==> config.mk <==
export PLATFORM = sky130hd
export DESIGN_NAME = nettlp_cmd_tx
export DESIGN_NICKNAME = d
export VERILOG_FILES = /design/src/rtl/nettlp_cmd_tx.sv
export SDC_FILE = /design/constraint.sdc
export NUM_CORES = 1
export LEC_CHECK = 0
export BUFFER_PORTS_ARGS = -buffer_cell sky130_fd_sc_hd__buf_2
export CAP_MARGIN = 20
export CORE_MARGIN = 3
export CORE_UTILIZATION = 55
export DETAILED_ROUTE_END_ITERATION = 10
export PLACE_DENSITY = 0.88
export SYNTH_ARGS = -nofsm -noshare
export SYNTH_HDL_FRONTEND = slang
export SYNTH_SLANG_ARGS = --single-unit
==> constraint.sdc <==
create_clock -name clk -period 4 [get_ports clk]
set_input_delay 0.8 -clock clk [delete_from_list [all_inputs] [get_ports clk]]
set_output_delay 0.8 -clock clk [all_outputs]
set_load 0.01 [all_outputs]
==> src/rtl/nettlp_cmd_tx.sv <==
`default_nettype none
// +--------------------------------------------------------------------------+
// | Module   : nettlp_cmd_tx                                                 |
// | Brief    : Pops one reply entry from the FWFT command FIFO, wraps it in  |
// |            an Ethernet/IPv4/UDP frame (60 bytes, no FCS) and streams it  |
// |            as 64-bit AXI-Stream. Computes the IPv4 header checksum and   |
// |            keeps the IP identification counter.                          |
// | Revision : 1.0 - initial release                                         |
// +--------------------------------------------------------------------------+

package nettlp_cmd_tx_pkg;
  typedef struct packed {
    logic [7:0]  opcode;
    logic [15:0] dwaddr;
    logic [31:0] data;
  } FIFO_NETTLP_CMD_T;
endpackage

module nettlp_cmd_tx
  import nettlp_cmd_tx_pkg::*;
#(
  parameter logic [7:0]  TTL     = 8'h40,
  parameter logic [15:0] ID_INIT = 16'h0000
) (
  input  logic             clk,
  input  logic             rst,
  output logic             fifo_cmd_rd_en,
  input  logic             fifo_cmd_empty,
  input  FIFO_NETTLP_CMD_T fifo_cmd_dout,
  input  logic [47:0]      cfg_dst_mac,
  input  logic [47:0]      cfg_src_mac,
  input  logic [31:0]      cfg_dst_ip,
  input  logic [31:0]      cfg_src_ip,
  input  logic [15:0]      cfg_dst_port,
  input  logic [15:0]      cfg_src_port,
  output logic [63:0]      m_axis_tdata,
  output logic [7:0]       m_axis_tkeep,
  output logic             m_axis_tvalid,
  output logic             m_axis_tlast,
  input  logic             m_axis_tready,
  output logic [31:0]      tx_frames
);

  typedef enum logic [1:0] {
    S_IDLE = 2'd0,
    S_SUM  = 2'd1,
    S_FOLD = 2'd2,
    S_SEND = 2'd3
  } state_t;

  localparam logic [2:0] c_last_beat = 3'd7;

  state_t           state_q, state_d;
  logic [2:0]       beat_cnt_q, beat_cnt_d;
  logic             rd_en_q, rd_en_d;
  logic [63:0]      tdata_q, tdata_d;
  logic [7:0]       tkeep_q, tkeep_d;
  logic             tvalid_q, tvalid_d;
  logic             tlast_q, tlast_d;
  logic [15:0]      ip_id_q, ip_id_d;
  logic [31:0]      tx_frames_q, tx_frames_d;
  logic [19:0]      sum_q, sum_d;
  logic [15:0]      csum_q, csum_d;
  FIFO_NETTLP_CMD_T cmd_q, cmd_d;
  logic [47:0]      dst_mac_q, dst_mac_d, src_mac_q, src_mac_d;
  logic [31:0]      dst_ip_q, dst_ip_d, src_ip_q, src_ip_d;
  logic [15:0]      dst_port_q, dst_port_d, src_port_q, src_port_d;

  logic [2:0]       w_beat_idx;
  logic [63:0]      w_beat_be;
  logic [63:0]      w_beat_word;
  logic [19:0]      w_sum;
  logic [16:0]      w_fold1;
  logic [15:0]      w_fold2;
  logic [15:0]      w_csum;

  // Beats are composed in wire order (first byte in the MSBs); the bus puts byte 0 in [7:0].
  function automatic logic [63:0] bswap64(input logic [63:0] x);
    logic [63:0] r;
    for (int i = 0; i < 8; i++) r[8*i +: 8] = x[8*(7-i) +: 8];
    return r;
  endfunction

  // Header checksum: 20-bit accumulation leaves room for the carries of ten 16-bit words.
  assign w_sum = 20'h04500 + 20'h00024 + {4'h0, ip_id_q} + 20'h04000 + {4'h0, TTL, 8'h11}
               + {4'h0, src_ip_q[31:16]} + {4'h0, src_ip_q[15:0]}
               + {4'h0, dst_ip_q[31:16]} + {4'h0, dst_ip_q[15:0]};
  assign w_fold1 = {1'b0, sum_q[15:0]} + {13'h0, sum_q[19:16]};
  assign w_fold2 = w_fold1[15:0] + {15'h0, w_fold1[16]};
  assign w_csum  = ~w_fold2;

  // Index of the beat to load next: beat 0 from FOLD, otherwise the one after the current.
  assign w_beat_idx = (state_q == S_SEND) ? beat_cnt_q + 3'd1 : 3'd0;

  // Frame content for the selected beat, from the fields latched at frame start.
  always_comb begin
    w_beat_be = 64'h0;
    case (w_beat_idx)
      3'd0:    w_beat_be = {dst_mac_q, src_mac_q[47:32]};
      3'd1:    w_beat_be = {src_mac_q[31:0], 8'h08, 8'h00, 8'h45, 8'h00};
      3'd2:    w_beat_be = {8'h00, 8'h24, ip_id_q, 8'h40, 8'h00, TTL, 8'h11};
      3'd3:    w_beat_be = {csum_q, src_ip_q, dst_ip_q[31:16]};
      3'd4:    w_beat_be = {dst_ip_q[15:0], src_port_q, dst_port_q, 8'h00, 8'h10};
      3'd5:    w_beat_be = {16'h0000, cmd_q.opcode, 8'h00, cmd_q.dwaddr, cmd_q.data[31:16]};
      3'd6:    w_beat_be = {cmd_q.data[15:0], 48'h0};
      default: w_beat_be = 64'h0;
    endcase
  end

  assign w_beat_word = bswap64(w_beat_be);

  // Next-state and output logic of the frame sequencer.
  always_comb begin
    state_d     = state_q;
    beat_cnt_d  = beat_cnt_q;
    rd_en_d     = 1'b0;
    tdata_d     = tdata_q;
    tkeep_d     = tkeep_q;
    tvalid_d    = tvalid_q;
    tlast_d     = tlast_q;
    ip_id_d     = ip_id_q;
    tx_frames_d = tx_frames_q;
    sum_d       = sum_q;
    csum_d      = csum_q;
    cmd_d       = cmd_q;
    dst_mac_d   = dst_mac_q;
    src_mac_d   = src_mac_q;
    dst_ip_d    = dst_ip_q;
    src_ip_d    = src_ip_q;
    dst_port_d  = dst_port_q;
    src_port_d  = src_port_q;
    unique case (state_q)
      S_IDLE: begin
        if (!fifo_cmd_empty) begin
          rd_en_d    = 1'b1;
          cmd_d      = fifo_cmd_dout;
          dst_mac_d  = cfg_dst_mac;
          src_mac_d  = cfg_src_mac;
          dst_ip_d   = cfg_dst_ip;
          src_ip_d   = cfg_src_ip;
          dst_port_d = cfg_dst_port;
          src_port_d = cfg_src_port;
          state_d    = S_SUM;
        end
      end
      S_SUM: begin
        sum_d   = w_sum;
        state_d = S_FOLD;
      end
      S_FOLD: begin
        csum_d     = w_csum;
        tdata_d    = w_beat_word;
        tkeep_d    = 8'hFF;
        tlast_d    = 1'b0;
        tvalid_d   = 1'b1;
        beat_cnt_d = 3'd0;
        state_d    = S_SEND;
      end
      S_SEND: begin
        if (tvalid_q && m_axis_tready) begin
          if (beat_cnt_q == c_last_beat) begin
            tvalid_d    = 1'b0;
            tlast_d     = 1'b0;
            tdata_d     = 64'h0;
            tkeep_d     = 8'h00;
            beat_cnt_d  = 3'd0;
            ip_id_d     = ip_id_q + 16'd1;
            tx_frames_d = tx_frames_q + 32'd1;
            state_d     = S_IDLE;
          end else begin
            beat_cnt_d = beat_cnt_q + 3'd1;
            tdata_d    = w_beat_word;
            tkeep_d    = (beat_cnt_q == 3'd6) ? 8'h0F : 8'hFF;
            tlast_d    = (beat_cnt_q == 3'd6);
          end
        end
      end
      default: state_d = S_IDLE;
    endcase
  end

  // State register; reset truncates any frame in flight.
  always_ff @(posedge clk) begin
    if (rst) begin
      state_q     <= S_IDLE;
      beat_cnt_q  <= 3'd0;
      rd_en_q     <= 1'b0;
      tdata_q     <= 64'h0;
      tkeep_q     <= 8'h00;
      tvalid_q    <= 1'b0;
      tlast_q     <= 1'b0;
      ip_id_q     <= ID_INIT;
      tx_frames_q <= 32'd0;
      sum_q       <= 20'h0;
      csum_q      <= 16'h0;
      cmd_q       <= '0;
      dst_mac_q   <= 48'h0;
      src_mac_q   <= 48'h0;
      dst_ip_q    <= 32'h0;
      src_ip_q    <= 32'h0;
      dst_port_q  <= 16'h0;
      src_port_q  <= 16'h0;
    end else begin
      state_q     <= state_d;
      beat_cnt_q  <= beat_cnt_d;
      rd_en_q     <= rd_en_d;
      tdata_q     <= tdata_d;
      tkeep_q     <= tkeep_d;
      tvalid_q    <= tvalid_d;
      tlast_q     <= tlast_d;
      ip_id_q     <= ip_id_d;
      tx_frames_q <= tx_frames_d;
      sum_q       <= sum_d;
      csum_q      <= csum_d;
      cmd_q       <= cmd_d;
      dst_mac_q   <= dst_mac_d;
      src_mac_q   <= src_mac_d;
      dst_ip_q    <= dst_ip_d;
      src_ip_q    <= src_ip_d;
      dst_port_q  <= dst_port_d;
      src_port_q  <= src_port_d;
    end
  end

  assign fifo_cmd_rd_en = rd_en_q;
  assign m_axis_tdata   = tdata_q;
  assign m_axis_tkeep   = tkeep_q;
  assign m_axis_tvalid  = tvalid_q;
  assign m_axis_tlast   = tlast_q;
  assign tx_frames      = tx_frames_q;

endmodule
`default_nettype wire

# [Yosys cells after proc, flatten, opt, wreduce, memory -nomap -nowiden]
# Index checks and enable logic that the tools add are counted.
[word_totals] register_bits=412 output_inout_bits=107
[op_classes] add_sub_neg=12 n_eq_ne=14 mux=23 bitwise_logic=3 reduce_logical=10
[ops] op="one-hot mux 64 bit (7 select lines)" n=1
[ops] op="two-way mux 64 bit" n=2
[ops] op="one-hot mux 64 bit (2 select lines)" n=1
[ops] op="adder 20 x 16 -> 20 bit" n=3
[ops] op="adder 32 x 1 -> 32 bit (second input constant)" n=1
[ops] op="two-way mux 8 bit" n=3
[ops] op="adder 19 x 16 -> 20 bit" n=1
[ops] op="adder 18 x 15 -> 19 bit (second input constant)" n=1
[ops] op="adder 17 x 15 -> 18 bit (second input constant)" n=1
[ops] op="adder 15 x 16 -> 17 bit (first input constant)" n=1
[ops] op="adder 16 x 4 -> 17 bit" n=1
[ops] op="adder 16 x 1 -> 16 bit" n=1
[ops] op="adder 16 x 1 -> 16 bit (second input constant)" n=1
[ops] op="inverter 16 bit" n=1
[ops] op="one-hot mux 8 bit (2 select lines)" n=1
[ops] op="equality test 3 bit (second input constant)" n=5
[ops] op="two-way mux 3 bit" n=3
[ops] op="AND reduction 3 bit" n=3
[ops] op="one-hot mux 2 bit (4 select lines)" n=1
[ops] op="equality test 3 x 2 -> 1 bit (second input constant)" n=2
[ops] op="two-way mux 2 bit" n=3
[ops] op="one-hot mux 3 bit (2 select lines)" n=1
[ops] op="two-way mux 1 bit" n=5
[ops] op="equality test 2 bit (second input constant)" n=2
[ops] op="other kinds (13)" n=17

# [Depth between registers and ports, before layout]
# Gate-level depths: netlist (run 1).
[depth] depth_word=7 ltp_mapped=16

# [Worst setup path before layout (run 1)]
# OpenSTA, ideal clock, no wires.
[synth_path] path_type="register to register" startpoint="reg ip_id_q[11]" endpoint="reg sum_q[16]" setup_ns=0.122 t_arrival_ns=3.554 t_required_ns=3.878 setup_slack_ns=0.324 path_stages_with_launch=15 path_buffers=0 cell_sequence="dfxtp_1 > inv_1 > fa_1 > inv_1 > fa_1 > inv_1 > fa_1 > inv_1 > ha_1 > a21oi_1 > o21ai_0 > a21oi_1 > o211ai_1 > and3_1 > a311o_1"
[synth_between] elab_chain_len=7
[synth_lines] element="from (decl)" line_no="60" source="logic [15:0] ip_id_q, ip_id_d;"
[synth_lines] element="from (signal assigned)" line_no="211" source="ip_id_q <= ip_id_d;"
[synth_lines] element="adder 15 x 16 -> 17 bit" line_no="85" source="assign w_sum = 20'h04500 + 20'h00024 + {4'h0, ip_id_q} + 20'h04000 + {4'h0, TTL, 8'h11}"
[synth_lines] element="adder 17 x 15 -> 18 bit" line_no="85"
[synth_lines] element="adder 18 x 15 -> 19 bit" line_no="85"
[synth_lines] element="adder 19 x 16 -> 20 bit" line_no="86" source="+ {4'h0, src_ip_q[31:16]} + {4'h0, src_ip_q[15:0]}"
[synth_lines] element="adder 20 x 16 -> 20 bit" line_no="86"
[synth_lines] element="adder 20 x 16 -> 20 bit (2 in a row)" line_no="87" source="+ {4'h0, dst_ip_q[31:16]} + {4'h0, dst_ip_q[15:0]};"
[synth_lines] element="to (signal assigned)" line_no="213" source="sum_q <= sum_d;"
[synth_lines] element="to (decl)" line_no="62" source="logic [19:0] sum_q, sum_d;"
# No other way between the ends.
# A chain may end at the register's enable or synchronous reset.

# [Worst setup path in the final report (run 1)]
[layout_path] startpoint="reg src_ip_q[18]" endpoint="reg sum_q[16]"
[layout_between] elab_chain_len=4
[layout_lines] element="from (decl)" line_no="66" source="logic [31:0] dst_ip_q, dst_ip_d, src_ip_q, src_ip_d;"
[layout_lines] element="from (signal assigned)" line_no="219" source="src_ip_q <= src_ip_d;"
[layout_lines] element="adder 19 x 16 -> 20 bit" line_no="86"
[layout_lines] element="adder 20 x 16 -> 20 bit" line_no="86"
[layout_lines] element="adder 20 x 16 -> 20 bit (2 in a row)" line_no="87"
# No other way between the ends.

==> results_dict.tcl, run 1 <==
set metrics [dict create \
    h-tree-depth 2 \
    clk_pin_slew_ns 0.07 \
    grt_pass1_vias 18000 \
    ys_seq_area_share_pct 42.7 \
    worst-path-max-fanout 4 \
    row_count 67 \
    crit_required_ns 4.44 \
    area_delta_synth_final_pct 19.2 \
    arrival_ns 4.29 \
    grt_pass1_wl_um 98200 \
    pre_cts_slack_ns 0.0519 \
    wl_per_cell_um 20.3 \
    num_vias 18800 \
    worstSetupEndpointType "register" \
    synthTopCellsByArea "dfxtp_1 43%, nand2_1 12%, a21oi_1 9.5%, fa_1 5.2%, nor2_1 3.2%" \
    yosys_warnings 0 \
    grt_max_degree 204 \
    syn_area_per_cell_um2 7.90 \
    startpoint "src_ip_q[18]" \
    async_reset_ff_share_pct 0 \
    synthXorXnorAreaFrac_pct 2.63 \
    hold_ws_ns 0.454 \
    grt_util_met3_pct 7.05 \
    synth_top_area_share_pct 42.7 \
    worst_slack_ns 0.150 \
    cts-root-buf "clkbuf_16" \
    met1_usage_pct 41.8 \
    num_io_pins 359 \
    yosysTopAreaCell "dfxtp_1" \
    mostFrequentLayoutCells "611 x nand2_1, 403 x dfxtp_1, 357 x a21oi_1, 357 x buf_2, 160 x nor2_1" \
    setup_viol 0 \
    cts_buffers 42 \
    io_buffers 358 \
    hold_path.class "reg2reg" \
    reg2reg_slack_ns 0.15 \
    r2r-start "src_ip_q[18]" \
    peakVddDrop_uv 470 \
    slew_headroom_pct 35.1 \
    layout-drive-gt1-share_pct 18.3 \
    hp-start "dst_port_q[4]" \
    reg2reg_to "sum_q[16]" \
    power_density_nw_per_um2 633 \
    drc 0 \
    die_area_um2 36800 \
    antenna-diode-count 0 \
    maxCapViolCount 0 \
    cts_buffer_depth 3 \
    finalMaxSlewViolations 0 \
    cp-endpoint "sum_q[16]" \
    antenna_found_initial 4 \
    dp.final_hpwl_um 46900 \
    power_mw 14.3 \
    rsz0062_at_grt "true" \
    clock-sinks 405 \
    grt-ovfl-total 0 \
    gp_congestion 0.960 \
    grt_util_met2_pct 56.1 \
    synth_cells 2405 \
    clock_latency_ns 0.55 \
    layout_commonest_cell "nand2_1" \
    wl_um 64200 \
    synth_ff_type "dfxtp_1" \
    cp-start-kind "register" \
    crit_type "reg2reg" \
    coreArea_um2 33800 \
    hold_violations 0 \
    cts_tree "done" \
    die-width_um 192 \
    p_leak_nw 9.38 \
    finalCritPeriodShare_pct 96.2 \
    routed_via_density 5.96 \
    drtIter0Drc 2034 \
    yosys.area_share.simple_pct 19.8 \
    synth_fa_ha_area_share_pct 8.26 \
    fin_skew_ns 0.0278 \
    period_needed_ns 3.85 \
    drt_pre_antenna_iters 8 \
    max_freq_ghz 0.260 \
    syn_nets 2753 \
    synth_top_family_by_area "simple AND/OR/NAND/NOR gates" \
    synth_compound_area_share_pct 19.7 \
    postCtsSetupBuffers 0 \
    die_h_um 192 \
    synth_edf_count 0 \
    synthMuxAreaShare_pct 0.474 \
    netlist_area_um2 19000 \
    synth.distinct_cells 68 \
    outcome "complete, no violations" \
    top_usage_layer "met2" \
    grt_usage_pct 33.9 \
    initial_core_util_pct 56.3 \
    worstRegToRegCells 14 \
    worst_pin_slew_ns 0.974 \
    num-nets-final 3030 \
    ant_nets 0 \
    ys_ff_latch 405 \
]
[logic make-up (layout without fill, tap and decap cells)]
| family | Yosys count | after routing |
|---|---|---|
| AO/OA/AOI/OAI | 607 | 607 |
| XOR/XNOR | 57 | 57 |
| flip-flops | 405 | 405 |
| AND/OR/NAND/NOR | 913 | 913 |
| adder cells (fa/ha/maj) | 96 | 96 |
| buffers and inverters | 318 | 624 |
| multiplexers | 9 | 9 |
[per-layer routing]
layer | wire [um] | up-vias
met3 | 6080 | 218
li1 | - | 8670
met5 | 48 | -
met2 | 30100 | 1008
met1 | 24300 | 8927
met4 | 3730 | 8
[what timing repair did]
item | CTS | global route
resized for setup | 0 | 12
endpoints found under the setup margin | 0 | 8
hold endpoints to repair | 0 | 0
hold buffers | 0 | 0
[final cells by class]
cell class / count / area, um2
fillers: 2752 / 11100
flip-flops and latches: 405 / 8110
clock inverters: 13 / 151
clock buffers: 60 / 1230
multi-input cells: 1682 / 9740
well taps: 448 / 561
inverters: 148 / 556
repair buffers: 403 / 2310
[through the flow]
stage	utilization, %	instance area [um2]	TNS [ns]	instances
3_3_place_gp	62.8	21200	0	3085
4_1_cts	66.9	22600	0	3158
6_report	67.1	22700	0	3159
2_1_floorplan	-	19000	0	2405
3_5_place_dp	62.8	21200	0	3085
5_1_grt	67.1	22700	-0.0321	3159
[worst max-delay path, cell delays in order, from the launching register on]
cell and delay (ns):
dfxtp_1 0.41, fa_1 0.46, fa_1 0.49, inv_1 0.05
fa_1 0.53, inv_1 0.05, ha_1 0.21, inv_1 0.08
fa_1 0.20, nor2b_1 0.07, o31a_1 0.27, a21oi_2 0.25
o211ai_1 0.17, and3_1 0.21, a311o_1 0.30
[worst min-delay path by stage]
stage	slack, ns	end	depth (start not counted)
2_1_floorplan	0.43	src_mac_q[18]	2
3_3_place_gp	0.44	src_mac_q[18]	2
3_5_place_dp	0.45	dst_port_q[4]	2
4_1_cts	0.45	src_mac_q[9]	2
5_1_grt	0.47	src_mac_q[23]	2
6_report	0.45	dst_port_q[4]	2
[power breakdown]
part / switching [mW] / internal [mW] / total, mW / leakage (nW)
logic: 3.20 / 1.84 / 5.04 / 5.40
registers: 0.628 / 4.70 / 5.32 / 3.30
clock network: 1.64 / 2.33 / 3.97 / 0.675
[cells in the mapped netlist, types with 11 or more instances]
master	number
fa_1	49
buf_1	17
nor2_1	164
a21oi_1	360
ha_1	47
inv_1	147
a211oi_1	17
nand2_1	611
dfxtp_1	405
a21o_1	11
and3_1	14
xnor2_1	32
or3_1	14
a222oi_1	34
clkbuf_1	140
a31oi_1	40
xor2_1	25
nor3_1	30
nand4_1	17
nand3_1	21
o21ai_0	25
a22oi_1	58
[flip-flops by register name, indices dropped and copies added (netlist names), 19 cells and up]
signal        flops
src_ip_q         32
src_mac_q        48
m_axis_tdata     64
cmd_q            56
tx_frames        32
sum_q            19
dst_ip_q         32
dst_mac_q        48
Note: power is estimated with default switching activity, not from simulation.
==> inputs of run 2 (changes only) <==
ABC_AREA = 1   (was unset)
CORE_ASPECT_RATIO = 1.4   (was unset)
GPL_ROUTABILITY_DRIVEN = 0   (was unset)
==> results_dict.tcl, run 2 <==
set metrics [dict create \
    slew_headroom_pct 37.2 \
    layout-drive-gt1-share_pct 16.2 \
    setup_viol 0 \
    wl_per_cell_um 19.8 \
    grt_max_degree 138 \
    netlist_area_um2 19500 \
    num_vias 20200 \
    ant_nets 0 \
    fill_cells 2832 \
    num_io_pins 359 \
    async_reset_ff_share_pct 0 \
    setup_tns_ns 0 \
    initial_core_util_pct 55.9 \
    cts_buffers 39 \
    yosys_warnings 0 \
    dp.final_hpwl_um 49500 \
    synth_top_area_share_pct 41.5 \
    synth_cells 2684 \
    cts-root-buf "clkbuf_16" \
    yosysTopAreaCell "dfxtp_1" \
    routed_via_density 5.86 \
    seqCellArea_um2 8110 \
    dp.cells 3372 \
    syn_area_per_cell_um2 7.28 \
    power_mw 15.7 \
    grt_pass1_wl_um 104000 \
    power_density_nw_per_um2 690 \
    row_count 81 \
    finalCritPeriodShare_pct 94.4 \
    h-tree-depth 2 \
    postCtsHoldBufs 0 \
    antenna_found_initial 10 \
    hold_path.class "reg2reg" \
    area_delta_synth_final_pct 16.5 \
    die_h_um 229 \
    hp-start "dst_mac_q[39]" \
    arrival_ns 4.22 \
    grt_usage_pct 35.0 \
    r2r-start "ip_id_q[6]" \
    largest_reg_flops 64 \
    ys_seq_area_share_pct 41.5 \
    startpoint "ip_id_q[6]" \
    worst-path-max-fanout 4 \
    outcome "complete, no violations" \
    die-width_um 165 \
    synthTopCellsByArea "dfxtp_1 41%, nand2_1 8.4%, o21ai_0 8.2%, nor2_1 7.9%, inv_1 6.1%" \
    reg2reg_slack_ns 0.22 \
    period_needed_ns 3.78 \
    cp-start-kind "register" \
    synth_edf_count 0 \
    stdcell_count 3448 \
    num-nets-final 3306 \
    clk_pin_slew_ns 0.06 \
    wl_um 68200 \
    crit_type "reg2reg" \
    cts_tree "done" \
    max_freq_ghz 0.265 \
    rsz0062_at_grt "false" \
    drt_pre_antenna_iters 6 \
    cp-endpoint "sum_q[17]" \
    hold_violations 0 \
    layout_commonest_cell "nand2_1" \
    worstRegToRegCells 19 \
    finalMaxSlewViolations 0 \
    coreArea_um2 35000 \
    p_leak_nw 10.3 \
    multi_input_area_um2 9570 \
    yosysMostFrequentCell "nand2_1" \
    reg2reg_to "sum_q[17]" \
    maxCapViolCount 0 \
    syn_nets 3032 \
    peakVddDrop_uv 428 \
    worstSetupEndpointType "register" \
    fin_skew_ns 0.0210 \
    drtIter0Drc 2167 \
    synth_ff_type "dfxtp_1" \
    worst_pin_slew_ns 0.942 \
    grt-ovfl-total 0 \
    drc 0 \
    die_area_um2 37900 \
    synth.distinct_cells 52 \
    io_buffers 358 \
    grt_pass1_vias 19700 \
    cts_buffer_depth 3 \
    mostFrequentLayoutCells "436 x nand2_1, 411 x nor2_1, 403 x dfxtp_1" \
    ys_ff_latch 405 \
    clock_latency_ns 0.56 \
    clock-sinks 405 \
    synth_common_cells "436 x nand2_1, 412 x nor2_1, 405 x dfxtp_1" \
    crit_required_ns 4.44 \
]
-- run 2: kinds of logic (layout without fill, tap and decap cells) --
group	count (synthesis)	in the layout	share of synthesized area [%]
AOI/OAI and AO/OA	658	658	18.2
xor gates and xnor gates	23	23	1.03
adders and majority gates	96	96	8.03
buffers and inverters	479	778	9.57
DFF	405	405	41.5
other	0	9	0
and+or+nand+nor	1023	1023	21.7
-- run 2: how the worst min path moves through the flow --
stage                    endpoint  slack, ns  cells past startpoint
floorplan               cmd_q[16]       0.43                      2
global placement    src_mac_q[17]       0.44                      2
detailed placement  dst_mac_q[39]       0.45                      2
CTS                 dst_mac_q[43]       0.46                      2
global route        src_port_q[1]       0.47                      2
finish              dst_mac_q[39]       0.46                      2
-- run 2: where the power goes --
part | switching, mW | internal (mW) | leakage (nW) | total (mW)
Sequential | 0.606 | 4.97 | 3.32 | 5.57
Clock | 1.60 | 2.02 | 0.602 | 3.62
Combinational | 4.26 | 2.26 | 6.40 | 6.52
-- run 2: routing by layer --
metal | GRT usage (%) | wire (um)
met5 | 0 | 13
met1 | 38.8 | 22500
met4 | 32.4 | 7680
met2 | 55.5 | 31300
met3 | 6.77 | 6690
-- run 2: repair_timing --
item	in CTS	in global routing
buffers inserted	0	1
gates resized for setup	0	2
hold endpoints to repair	0	0
setup endpoints to repair	0	1
-- run 2: layout make-up --
cell class | count | share of cell area (%)
clock inverter | 13 | 0.500
tap | 456 | 2.51
sequential | 405 | 35.6
antenna | 9 | 0.0989
clock buffer | 53 | 4.87
multi-input combinational | 1800 | 42.0
timing repair buffer | 384 | 8.90
inverter | 328 | 5.46
-- run 2: metrics by stage --
stage | setup WS (ns) | instance area, um2 | hold WS [ns] | utilization, %
final | 0.224 | 22800 | 0.455 | 65.1
after global routing | 0.0572 | 22800 | 0.474 | 65.1
after CTS | 0.215 | 22700 | 0.456 | 65.0
after detailed placement | 0.220 | 21500 | 0.447 | 61.5
after global placement | 0.257 | 21500 | 0.438 | 61.5
after floorplan | 0.488 | 19500 | 0.429 | -
-- run 2: critical path: stages, from the launching register on --
cell	delay, ns
dfxtp_2	0.36
inv_1	0.10
fa_1	0.53
inv_1	0.05
fa_1	0.52
inv_1	0.05
fa_1	0.54
inv_1	0.05
ha_1	0.36
a21o_1	0.21
a21oi_1	0.13
nand2_1	0.10
nand2_1	0.08
nand3_1	0.15
nand2_1	0.13
nand2_1	0.06
nand2_1	0.06
nand3_1	0.06
nand2_1	0.08
inv_1	0.04
